## config.mk

```make
export PLATFORM = sky130hd
export DESIGN_NAME = mc_control_fsm
export DESIGN_NICKNAME = d
export VERILOG_FILES = /design/src/rtl/mc_control_fsm.sv
export SDC_FILE = /design/constraint.sdc
export NUM_CORES = 1
export LEC_CHECK = 0
export ABC_AREA = 0
export CORE_UTILIZATION = 55
export DETAILED_ROUTE_END_ITERATION = 12
export DONT_BUFFER_PORTS = 1
export PLACE_DENSITY = 0.68
export SYNTH_ARGS = -nofsm -noshare
export SYNTH_HDL_FRONTEND = slang
export SYNTH_SLANG_ARGS = --single-unit
```

## constraint.sdc

```tcl
create_clock -name clk -period 3.6 [get_ports clk]
set_input_delay 0.9 -clock clk [delete_from_list [all_inputs] [get_ports clk]]
set_output_delay 0.9 -clock clk [all_outputs]
set_load 0.02 [all_outputs]
```

## src/rtl/mc_control_fsm.sv

```systemverilog
// Multicycle control FSM: sequences fetch/decode/execute/memory/writeback and
// drives memory strobes plus PC, IR, ALU and register-file controls.
module mc_control_fsm #(
  parameter int unsigned CNT_W        = 32,
  parameter bit          HALT_ON_ZERO = 1'b1
) (
  input  logic             clk,
  input  logic             rst_n,
  input  logic             enable,
  input  logic [31:0]      instr,
  input  logic             zero,
  output logic [3:0]       estado,
  output logic             irwrite,
  output logic             pcwrite,
  output logic             branch,
  output logic             regwrite,
  output logic             memtoreg,
  output logic             memread,
  output logic             memwrite,
  output logic             is_lb,
  output logic             is_sb,
  output logic [1:0]       alusrc_b,
  output logic [1:0]       aluop,
  output logic             halted,
  output logic [CNT_W-1:0] instr_count
);

  typedef enum logic [3:0] {
    FETCH    = 4'b0000,
    DECODE   = 4'b0001,
    MEMADR   = 4'b0010,
    MEMREAD  = 4'b0011,
    EXEC_R   = 4'b0100,
    EXEC_I   = 4'b0101,
    MEMWRITE = 4'b0110,
    MEMWB    = 4'b0111,
    ALUWB    = 4'b1000,
    BRANCH   = 4'b1001,
    HALT     = 4'b1010
  } state_t;

  typedef struct packed {
    logic       irwrite;
    logic       pcwrite;
    logic       branch;
    logic       regwrite;
    logic       memtoreg;
    logic       memread;
    logic       memwrite;
    logic       is_lb;
    logic       is_sb;
    logic [1:0] alusrc_b;
    logic [1:0] aluop;
    logic       halted;
  } ctrl_t;

  localparam logic [6:0] OP_LOAD   = 7'b0000011;
  localparam logic [6:0] OP_STORE  = 7'b0100011;
  localparam logic [6:0] OP_R      = 7'b0110011;
  localparam logic [6:0] OP_I      = 7'b0010011;
  localparam logic [6:0] OP_BRANCH = 7'b1100011;

  state_t            state;
  state_t            nxt;
  logic [2:0]        f3_q;
  logic [2:0]        nf3;
  logic [6:0]        op_q;
  logic [6:0]        nop;
  ctrl_t             ctrl_q;
  logic [CNT_W-1:0]  cnt_q;

  // The zero flag only qualifies the PC load outside this block.
  logic unused_zero;
  assign unused_zero = zero;

  function automatic ctrl_t ctrl_of(input state_t s, input logic [2:0] f3);
    ctrl_t c;
    c = '0;
    case (s)
      FETCH: begin
        c.irwrite  = 1'b1;
        c.pcwrite  = 1'b1;
        c.alusrc_b = 2'b01;
        c.aluop    = 2'b00;
      end
      MEMADR: c.alusrc_b = 2'b10;
      MEMREAD: begin
        c.memread = 1'b1;
        c.is_lb   = (f3 == 3'b000);
      end
      // Read strobe held through writeback so the memory stage keeps its data.
      MEMWB: begin
        c.memread  = 1'b1;
        c.is_lb    = (f3 == 3'b000);
        c.regwrite = 1'b1;
        c.memtoreg = 1'b1;
      end
      MEMWRITE: begin
        c.memwrite = 1'b1;
        c.is_sb    = (f3 == 3'b000);
      end
      EXEC_R: c.aluop = 2'b10;
      EXEC_I: begin
        c.alusrc_b = 2'b10;
        c.aluop    = 2'b10;
      end
      ALUWB:  c.regwrite = 1'b1;
      BRANCH: begin
        c.branch = 1'b1;
        c.aluop  = 2'b01;
      end
      HALT:   c.halted = 1'b1;
      default: c = '0;
    endcase
    return c;
  endfunction

  always_comb begin
    nxt = FETCH;
    nf3 = f3_q;
    nop = op_q;
    case (state)
      FETCH:  nxt = DECODE;
      DECODE: begin
        nf3 = instr[14:12];
        nop = instr[6:0];
        if (HALT_ON_ZERO && instr == '0) begin
          nxt = HALT;
        end else begin
          case (instr[6:0])
            OP_LOAD, OP_STORE:
              nxt = (instr[14:12] == 3'b000 || instr[14:12] == 3'b010) ? MEMADR : HALT;
            OP_R:      nxt = EXEC_R;
            OP_I:      nxt = EXEC_I;
            OP_BRANCH: nxt = BRANCH;
            default:   nxt = HALT;
          endcase
        end
      end
      MEMADR:   nxt = (op_q == OP_STORE) ? MEMWRITE : MEMREAD;
      MEMREAD:  nxt = MEMWB;
      MEMWB:    nxt = FETCH;
      MEMWRITE: nxt = FETCH;
      EXEC_R:   nxt = ALUWB;
      EXEC_I:   nxt = ALUWB;
      ALUWB:    nxt = FETCH;
      BRANCH:   nxt = FETCH;
      HALT:     nxt = HALT;
      default:  nxt = FETCH;
    endcase
  end

  // Outputs are registered from the next state so they line up with the state code.
  always_ff @(posedge clk or negedge rst_n) begin
    if (!rst_n) begin
      state  <= FETCH;
      f3_q   <= '0;
      op_q   <= '0;
      cnt_q  <= '0;
      ctrl_q <= ctrl_of(FETCH, 3'b000);
    end else if (enable) begin
      state  <= nxt;
      f3_q   <= nf3;
      op_q   <= nop;
      ctrl_q <= ctrl_of(nxt, nf3);
      if (state == FETCH) cnt_q <= cnt_q + CNT_W'(1);
    end
  end

  assign estado      = state;
  assign irwrite     = ctrl_q.irwrite;
  assign pcwrite     = ctrl_q.pcwrite;
  assign branch      = ctrl_q.branch;
  assign regwrite    = ctrl_q.regwrite;
  assign memtoreg    = ctrl_q.memtoreg;
  assign memread     = ctrl_q.memread;
  assign memwrite    = ctrl_q.memwrite;
  assign is_lb       = ctrl_q.is_lb;
  assign is_sb       = ctrl_q.is_sb;
  assign alusrc_b    = ctrl_q.alusrc_b;
  assign aluop       = ctrl_q.aluop;
  assign halted      = ctrl_q.halted;
  assign instr_count = cnt_q;

endmodule

```

# Word-level counts from Yosys, hierarchy flattened
# Cells that the tools add are included.
word_totals:
  in_bits: 36
  register_bits: 60
  elab_cells: 70
classes:
  eq_ne: 22
  mux: 17
  n_reduce_logical: 14
  add_sub_neg: 1
op_table:
  columns: ["op", "n"]
  rows:
  - ["$add A32 B1 Y32 const B", 1]
  - ["$logic_not A32 Y1", 1]
  - ["$eq A4 B3 Y1 const B", 6]
  - ["$pmux W4 S6", 1]
  - ["$eq A7 B6 Y1 const B", 3]
  - ["$eq A4 B2 Y1 const B", 4]
  - ["$eq A4 B4 Y1 const B", 4]
  - ["$pmux W4 S4", 1]
  - ["$reduce_or A2 Y1", 6]
  - ["$logic_not A4 Y1", 2]
  - ["$mux W1", 8]
  - ["$mux W4", 2]
  - ["$pmux W2 S2", 2]
  - ["$eq A7 B2 Y1 const B", 1]
  - ["$eq A7 B5 Y1 const B", 1]
  - ["$eq A7 B7 Y1 const B", 1]
  - ["$logic_not A3 Y1", 2]
  - ["$mux W3", 2]
  - ["$eq A4 B1 Y1 const B", 1]
  - ["$reduce_and A2 Y1", 2]
  - ["$eq A3 B2 Y1 const B", 1]
  - ["$mux W2", 1]
  - ["$logic_or A1 B1 Y1", 1]

# Logic depth before layout (Yosys ltp)
# Gate-level depths: netlist of the first run.
depth:
  word_depth: 9
  depth_mapped: 8
  depth_no_buf: 6

# Worst setup path before layout of the first run
# Ideal clock, no wire load.
synth_timing:
  path_kind: "input to register"
  startpoint: "in instr[2]"
  endpoint: "reg ctrl_q (netlist bit is_sb)"
  path_stages: 6
  n_path_buf: 1
  setup_slack_ns: 1.444
  t_arrival_ns: 2.061
  path_cell_list: "nand4bb_1 a211oi_1 or3_1 buf_2 nand2b_1 o32ai_2"
synth_between:
  elab_chain_cells: 7
synth_lines:
  columns: ["item", "line", "rtl"]
  rows:
  - ["start: declaration", "10", "input logic [31:0] instr,"]
  - ["$eq A7 B2 Y1 or $eq A7 B6 Y1 (tied branches)", "130", "case (instr[6:0])"]
  - ["$reduce_or A2 Y1", "130", null]
  - ["$pmux W4 S4", "130", null]
  - ["$mux W4 *", "127", "if (HALT_ON_ZERO && instr == '0) begin"]
  - ["$pmux W4 S6 *", "122", "case (state)"]
  - ["$eq A4 B3 Y1 *", "79", "case (s)"]
  - ["$mux W1 *", "79", null]
  - ["end signal: assignment", "160", "ctrl_q <= ctrl_of(FETCH, 3'b000);"]
  - ["end signal: assignment", "165", "ctrl_q <= ctrl_of(nxt, nf3);"]
  - ["end: declaration", "69", "ctrl_t ctrl_q;"]
# Mark *: on every way between the ends. The rest lies on a longest branch, timed or not.
# A chain may end at the register's enable or synchronous reset.

# Final worst setup path of the first run
layout_timing:
  startpoint: "reg state[1] (netlist: estado[1])"
  endpoint: "reg cnt_q[27] (netlist: instr_count[27])"
layout_between:
  elab_chain_cells: 2
layout_lines:
  columns: ["item", "line", "rtl"]
  rows:
  - ["start: declaration", "63", "state_t state;"]
  - ["start signal: assignment", "162", "state <= nxt;"]
  - ["$logic_not A4 Y1", "166", "if (state == FETCH) cnt_q <= cnt_q + CNT_W'(1);"]
  - ["$reduce_and A2 Y1 (no source line)", null, null]
  - ["end signal: assignment", "166", null]
  - ["end: declaration", "70", "logic [CNT_W-1:0] cnt_q;"]
# Every way passes these cells.

==> metrics.md, run 1 <==
| Metric | Value |
|---|---|
| Number of antenna violations at the first check in global routing | `0` |
| Commonest cells after routing, fill and taps aside | `57 x dfrtp_1, 22 x xnor2_1, 15 x nand3_1` |
| Total core area | `0.004817 sq mm` |
| RSZ-0062 raised after global routing | `false` |
| Sequential area share after synthesis | `roughly 53%` |
| TNS Setup | `0 ns` |
| PwrDens | `about 650 mW/mm^2` |
| Share of async-settable or async-resettable flops after synthesis | `100.0%` |
| Synthesized area per cell | `roughly 12 sq um` |
| Crit path max fanout | `11` |
| Total CTS buffers | `9` |
| Worst path top cell family by delay | `simple AND/OR/NAND/NOR gates` |
| Critical setup path kind | `reg -> reg` |
| Count of distinct cell types in the synthesized netlist | `57` |
| Number of max-slew violations in the final report | `0` |
| Worst-case setup margin in the final layout | `roughly 1.5 ns` |
| Pre-CTS WS | `approximately 1.3 ns` |
| Worst vdd rail ir drop | `346.0 uV` |
| Cell type of the slowest stage on the worst timing path | `dfrtp_1` |
| Routed wire per std cell | `~16 um` |
| Final Skew | `between 0.007 and 0.008 ns` |
| CTS Root Cell | `clkbuf_8` |
| Required time at the endpoint of the critical path | `3.86 ns` |
| Power Total | `between 0.0015 and 0.002 W` |
| Number of sinks driven by the clock tree | `roughly 60` |
| Total number of vias | `1,802` |
| Worst-Margin Slew | `0.5393 ns` |
| Length in cells of the worst reg-to-reg path | `5` |
| Detail Route Antenna Nets | `0` |
| Number of detailed-routing iterations run before antenna repair | `5` |
| Standard-cell rows | `25` |
| Area of the mapped netlist | `roughly 0.0028 sq mm` |
| Share of final-layout standard cells stronger than drive strength 1 | `between 10% and 20%` |
| X dimension of the die | `around 73 um` |
| Critical register-to-register path startpoint | `estado[1]` |
| Final #Nets | `roughly 280` |
| Fin crit share | `approximately three fifths` |
| Max-cap violations | `0` |
| Worst Setup Start Kind | `flop` |
| Static Leakage | `between 1 and 1.5 nW` |
| Number of flip-flops and latches in the synthesized netlist | `59` |
| Predominant post-synthesis flop cell | `dfrtp_1` |
| Syn Nets | `278` |
| Count of final hold-check violations | `0` |
| Vias in the first global route | `between 1,500 and 2,000` |
| Vertical die dimension | `between 70 and 80 um` |
| Slowest stage delay, CP | `slightly below 0.6 ns` |
| I/O pin count | `between 80 and 90` |
| Most common cell after layout, fill and taps aside | `dfrtp_1` |
| Count of antenna diodes in the layout | `0` |
| Gate count after technology mapping | `241` |
| Global-route wire length before repair | `8431 um` |
| Relative area change from synthesis to final layout | `7.187%` |
| Cells along the critical path | `nor3_4, and4_1, and2_1, and4_4, xor2_2` |
| Hold-fix buffer count after cts | `0` |
| Estimated wirelength of the detail-placed design | `~3600 um` |
| Initial core utilization | `~58%` |
| Deepest clock path buffer count | `2` |
| Maximum number of pins on one net before global-route repair | `60` |
| Worst path depth | `5` |
| Global placement routability congestion | `approximately 0.74` |
| Final Routed Wirelength | `~5200 um` |
| Count of warnings emitted by yosys | `0` |
| Setup violation total in the final timing report | `0` |
| Worst EP arrival | `roughly 2.4 ns` |
| Critical path destination | `instr_count[27]` |
| Kind of capture point of the worst setup path | `flop` |
| Run status | `finished clean` |
| Setup Buffers After CTS | `0` |
| Global routing usage summed across all routing layers | `21.18%` |
| Time the final worst path needs with I/O delays and setup | `around 2.1 ns` |
| Count of buffers from port buffering | `0` |
| Number of remaining DRC errors | `0` |
| Critical path origin | `estado[1]` |
| Area enclosed by the die boundary | `about 0.0054 sq mm` |
| End of the worst register-to-register path | `instr_count[27]` |
| DRT iter0 DRCs | `between 100 and 150` |
| H-Tree Level Count | `3` |
| Via-per-instance ratio | `5.757` |
| Gates resized, CTS repair | `0` |
| Worst path bufs/invs | `0` |
| Clock latency reported for the late side of the worst-skew pair | `approximately 0.34 ns` |
| Path category of the worst min-delay check | `in -> async` |
| Slew HR | `a little under two thirds` |
| Overflow after GRT | `0` |
| Number of enable flip-flop cells after synthesis | `0` |
| Highest clock frequency the design can meet | `between 0.4 and 0.5 GHz` |
| TritonCTS clock tree | `yes` |
| Clock transition at the register clock pins on the worst setup and hold paths after CTS | `roughly 0.070 ns` |
| Slack of the worst reg-to-reg path | `about 1.5 ns` |
==> routing by layer <==
metal  track usage [%]  routed length (um)
met1             28.89                2453
met2             28.60                2216
met3             8.093                 412
met4             12.18                  74
met5                 0                   0
==> registers in the layout, indices dropped and copies added (netlist names) <==
name,cells
is_sb,1
branch,1
is_lb,1
f3_q,3
halted,1
memtoreg,1
memwrite,1
aluop,2
regwrite,1
memread,1
alusrc_b,2
instr_count,32
estado,4
irwrite,1
op_q,7
==> synth_stat cells, types with 2 or more instances <==
master,n,area share [%]
buf_2,4,0.71
nor4b_1,2,0.63
o21ai_0,5,0.89
buf_4,3,0.80
nand3_1,15,2.7
nor3_4,2,1.2
nand4_1,13,2.9
xnor2_1,22,6.9
nor2_1,12,1.6
dfstp_2,2,1.9
and2_1,3,0.67
inv_1,13,1.7
mux2_2,12,4.8
o31a_1,2,0.63
xor2_1,8,2.5
o2bb2ai_1,3,0.94
or3b_1,2,0.63
dfrtp_1,57,51
nand2_1,11,1.5
o21ai_1,4,0.71
and3_1,7,1.6
nand2b_1,4,0.89
==> layout make-up <==
class	instances	area, sq um
Clock buffer	13	168.9
Clock inverter	2	10.01
Fill cell	412	1813
Inverter	13	48.80
Multi-Input combinational cell	159	1214
Sequential cell	59	1479
Tap cell	67	83.83
==> kinds of logic (layout without fill, tap and decap cells) <==
family | after synthesis | in the layout | synth area share [%]
DFF | 59 | 59 | 52.77
muxes | 13 | 13 | 5.179
buffers and inverters | 23 | 28 | 3.928
adders and majority gates | 1 | 1 | 0.4464
AOI/OAI and AO/OA | 28 | 28 | 8.081
and+or+nand+nor | 86 | 86 | 19.64
xor gates and xnor gates | 31 | 31 | 9.955
==> where the power goes <==
group,switching (W),total [W],internal (W),leakage [nW]
clock network,0.000245,0.000545,0.000300,0.0953
registers,0.000251,0.00105,0.000803,0.771
logic,0.000170,0.000353,0.000183,0.439
==> worst min-delay path by stage <==
stage                     cells after the start               to  startpoint
after floorplan                               1          op_q[5]     op_q[5]
after global placement                        1          op_q[5]     op_q[5]
after detailed placement                      1          op_q[5]     op_q[5]
after CTS                                     0  instr_count[25]       rst_n
after global routing                          0  instr_count[25]       rst_n
final                                         0  instr_count[26]       rst_n
==> metrics by stage <==
step                      utilization [%]  instance area (sq um)  hold WS, ns  std cells
after floorplan                         -                   2803       0.4709        241
after global placement              58.65                   2825       0.4841        298
after detailed placement            58.65                   2825       0.4897        298
after CTS                           62.36                   3004       0.2432        313
after global routing                62.36                   3004       0.2360        313
final                               62.36                   3004       0.2545        313
Power figures use the tool's default switching activity.
==> run 2, diff against run 1 <==
--- a/config.mk
+++ b/config.mk
@@ -9,7 +9,7 @@
 export CORE_UTILIZATION = 55
 export DETAILED_ROUTE_END_ITERATION = 12
 export DONT_BUFFER_PORTS = 1
-export PLACE_DENSITY = 0.68
+export PLACE_DENSITY = 0.71
 export SYNTH_ARGS = -nofsm -noshare
 export SYNTH_HDL_FRONTEND = slang
 export SYNTH_SLANG_ARGS = --single-unit
==> constraint.sdc (replaced) <==
create_clock -name clk -period 1.9 [get_ports clk]
set_input_delay 0.475 -clock clk [delete_from_list [all_inputs] [get_ports clk]]
set_output_delay 0.475 -clock clk [all_outputs]
set_load 0.02 [all_outputs]
==> metrics.md, run 2 (synthesis results as in run 1) <==
| Metric | Value |
|---|---|
| PwrDens | `1230 mW/mm^2 (was 649.9 mW/mm^2)` |
| Length in cells of the worst reg-to-reg path | `5 (unchanged)` |
| Count of antenna diodes in the layout | `0 (unchanged)` |
| X dimension of the die | `73.39 um (unchanged)` |
| Highest clock frequency the design can meet | `0.5507 GHz (was 0.4770 GHz)` |
| Global placement routability congestion | `0.7867 (was 0.7436)` |
| Max-cap violations | `0 (unchanged)` |
| Standard-cell rows | `25 (unchanged)` |
| Crit path max fanout | `7 (was 11)` |
| Vias in the first global route | `1,975 (was 1,726)` |
| Final Instance Area | `0.003343 sq mm (was 0.003004 sq mm)` |
| Power Total | `0.004112 W (was 0.001952 W)` |
| DRT iter0 DRCs | `75 (was 109)` |
| TNS Setup | `0 ns (unchanged)` |
| Total CTS buffers | `9 (unchanged)` |
| Worst EP arrival | `2.00 ns (was 2.36 ns)` |
| Most common cell after layout, fill and taps aside | `dfrtp_1 (unchanged)` |
| Area enclosed by the die boundary | `0.005385 sq mm (unchanged)` |
| Detail Route Antenna Nets | `0 (unchanged)` |
| Static Leakage | `1.516 nW (was 1.304 nW)` |
| Path category of the worst min-delay check | `in -> async (unchanged)` |
| Clock transition at the register clock pins on the worst setup and hold paths after CTS | `0.07 ns (about the same)` |
| Count of final hold-check violations | `0 (unchanged)` |
| Run status | `finished clean (unchanged)` |
| Total number of vias | `1,983 (was 1,802)` |
| Time the final worst path needs with I/O delays and setup | `1.816 ns (was 2.096 ns)` |
| Cell internal pwr | `0.002755 W (was 0.001286 W)` |
| Routed wire per std cell | `16.22 um (was 16.48 um)` |
| H-Tree Level Count | `3 (unchanged)` |
| Clock network fraction of total power | `28.4% (was 27.9%)` |
| Pre-CTS WS | `0.06992 ns (was 1.297 ns)` |
| Share of total power in sequential cells | `44.8% (was 54.0%)` |
| Max reg flops | `32 (unchanged)` |
| Total core area | `0.004817 sq mm (unchanged)` |
| Vertical die dimension | `73.39 um (unchanged)` |
| Portion of total power attributed to combinational logic | `26.8% (was 18.1%)` |
| Deepest clock path buffer count | `2 (unchanged)` |
| Count of buffers from port buffering | `0 (unchanged)` |
| Number of sinks driven by the clock tree | `59 (unchanged)` |
| Worst-Margin Slew | `0.4777 ns (was 0.5393 ns)` |
| Clock latency reported for the late side of the worst-skew pair | `0.32 ns (was 0.34 ns)` |
| Global routing met2 resource utilization | `35.19% (was 28.60%)` |
| CTS Root Cell | `clkbuf_8 (unchanged)` |
| Switching Power | `0.001357 W (was 0.0006666 W)` |
| Worst vdd rail ir drop | `934.1 uV (was 346.0 uV)` |
| Final Routed Wirelength | `5692 um (was 5157 um)` |
| Number of detailed-routing iterations run before antenna repair | `4 (was 5)` |
| Estimated wirelength of the detail-placed design | `4032 um (was 3564 um)` |
| TritonCTS clock tree | `yes (unchanged)` |
| Kind of capture point of the worst setup path | `flop (unchanged)` |
| Required time at the endpoint of the critical path | `2.09 ns (was 3.86 ns)` |
| Worst Setup Start Kind | `flop (unchanged)` |
| Share of final-layout standard cells stronger than drive strength 1 | `30.63% (was 19.11%)` |
| Fill cell instance count of the final layout | `374 (was 412)` |
| Grt met1 use | `29.14% (was 28.89%)` |
| Number of antenna violations at the first check in global routing | `0 (unchanged)` |
| Final Skew | `0.008627 ns (was 0.007762 ns)` |
| Worst-case setup margin in the final layout | `0.08418 ns (was 1.504 ns)` |
| Maximum number of pins on one net before global-route repair | `60 (unchanged)` |
| Overflow after GRT | `0 (unchanged)` |
| Relative area change from synthesis to final layout | `19.29% (was 7.187%)` |
| Commonest cells after routing, fill and taps aside | `56 x dfrtp_1, 36 x buf_4, 22 x xnor2_1 (was 57 x dfrtp_1, 22 x xnor2_1, 15 x nand3_1)` |
| Final #Nets | `316 (was 279)` |
| Global routing usage summed across all routing layers | `22.99% (was 21.18%)` |
| Switch share | `33.00% (was 34.14%)` |
| Most Crowded Layer GR | `met2 (was met1)` |
| Number of remaining DRC errors | `0 (unchanged)` |
| Number of max-slew violations in the final report | `0 (unchanged)` |
| I/O pin count | `86 (unchanged)` |
| Initial core utilization | `58.18% (unchanged)` |
| RSZ-0062 raised after global routing | `false (unchanged)` |
| Setup violation total in the final timing report | `0 (unchanged)` |
| Via-per-instance ratio | `5.650 (was 5.757)` |
| Fin crit share | `95.57% (was 58.23%)` |
| Critical setup path kind | `reg -> reg (unchanged)` |
| Placed Instance Area | `0.003095 sq mm (was 0.002825 sq mm)` |
| GRT met3 Usage | `8.093% (unchanged)` |
| Global-route wire length before repair | `9225 um (was 8431 um)` |
| Slew HR | `67.82% (was 63.67%)` |
| Setup Buffers After CTS | `0 (unchanged)` |
[run 2: changes by cell type in the layout (fill, tap and decap cells not counted), sizes merged]
cell / before / now
bufinv: 0 / 1
buf: 0 / 37
clkinv: 2 / 1
clkbuf: 13 / 14
[run 2: worst max-delay path, stage by stage (launching register included)]
cell,delay (ns)
dfrtp_2,0.47
or4b_4,0.60
nor3_4,0.26
a211oi_2,0.10
nand2b_2,0.13
o221ai_1,0.12
[run 2: final timing paths]
path | start | to | slack, ns
min in group clk | enable | irwrite | 0.21
hold reg to reg | f3_q[1] | f3_q[1] | 0.51
setup reg to reg | estado[1] | regwrite | 0.08
hold / removal | rst_n | instr_count[20] | 0.008
setup / recovery | estado[1] | regwrite | 0.08
max in group asynchronous | rst_n | alusrc_b[0] | 1.60
[run 2: per-stage QoR]
stage / std cells / utilization [%] / hold WS (ns)
2_1_floorplan: 241 / - / 0.1794
3_3_place_gp: 334 / 64.26 / 0.1812
3_5_place_dp: 334 / 64.26 / 0.1819
4_1_cts: 351 / 69.14 / 0.02098
5_1_grt: 351 / 69.40 / 0.01810
6_report: 351 / 69.40 / 0.008106
[run 2: metal layers]
layer,wire [um],share of wire (%)
met3,398,7.0
met4,115,2.0
met2,2653,47
met1,2524,44
met5,0,0
[run 2: power groups by stage]
stage	combinational (W)	clock [W]	sequential, W
floorplan	0.000694	0	0.00188
global placement	0.00103	0	0.00183
detailed placement	0.00106	0	0.00185
CTS	0.00110	0.00119	0.00183
global route	0.00121	0.00125	0.00187
finish	0.00110	0.00117	0.00184
[run 2: what timing repair did]
action                                  in CTS  in global routing
hold endpoints to repair                    59                  0
gates resized for setup                      0                  3
endpoints found under the setup margin       0                  5
hold buffers                                 1                  0
[run 2: layout make-up]
| type | instances | area, sq um | share of cell area, % |
|---|---|---|---|
| Inverter | 13 | 48.80 | 1.460 |
| Clock buffer | 14 | 172.7 | 5.165 |
| Multi-Input combinational cell | 159 | 1225 | 36.64 |
| Clock inverter | 2 | 35.03 | 1.048 |
| Tap cell | 67 | 83.83 | 2.507 |
| Timing Repair Buffer | 37 | 297.8 | 8.907 |
| Sequential cell | 59 | 1480 | 44.27 |
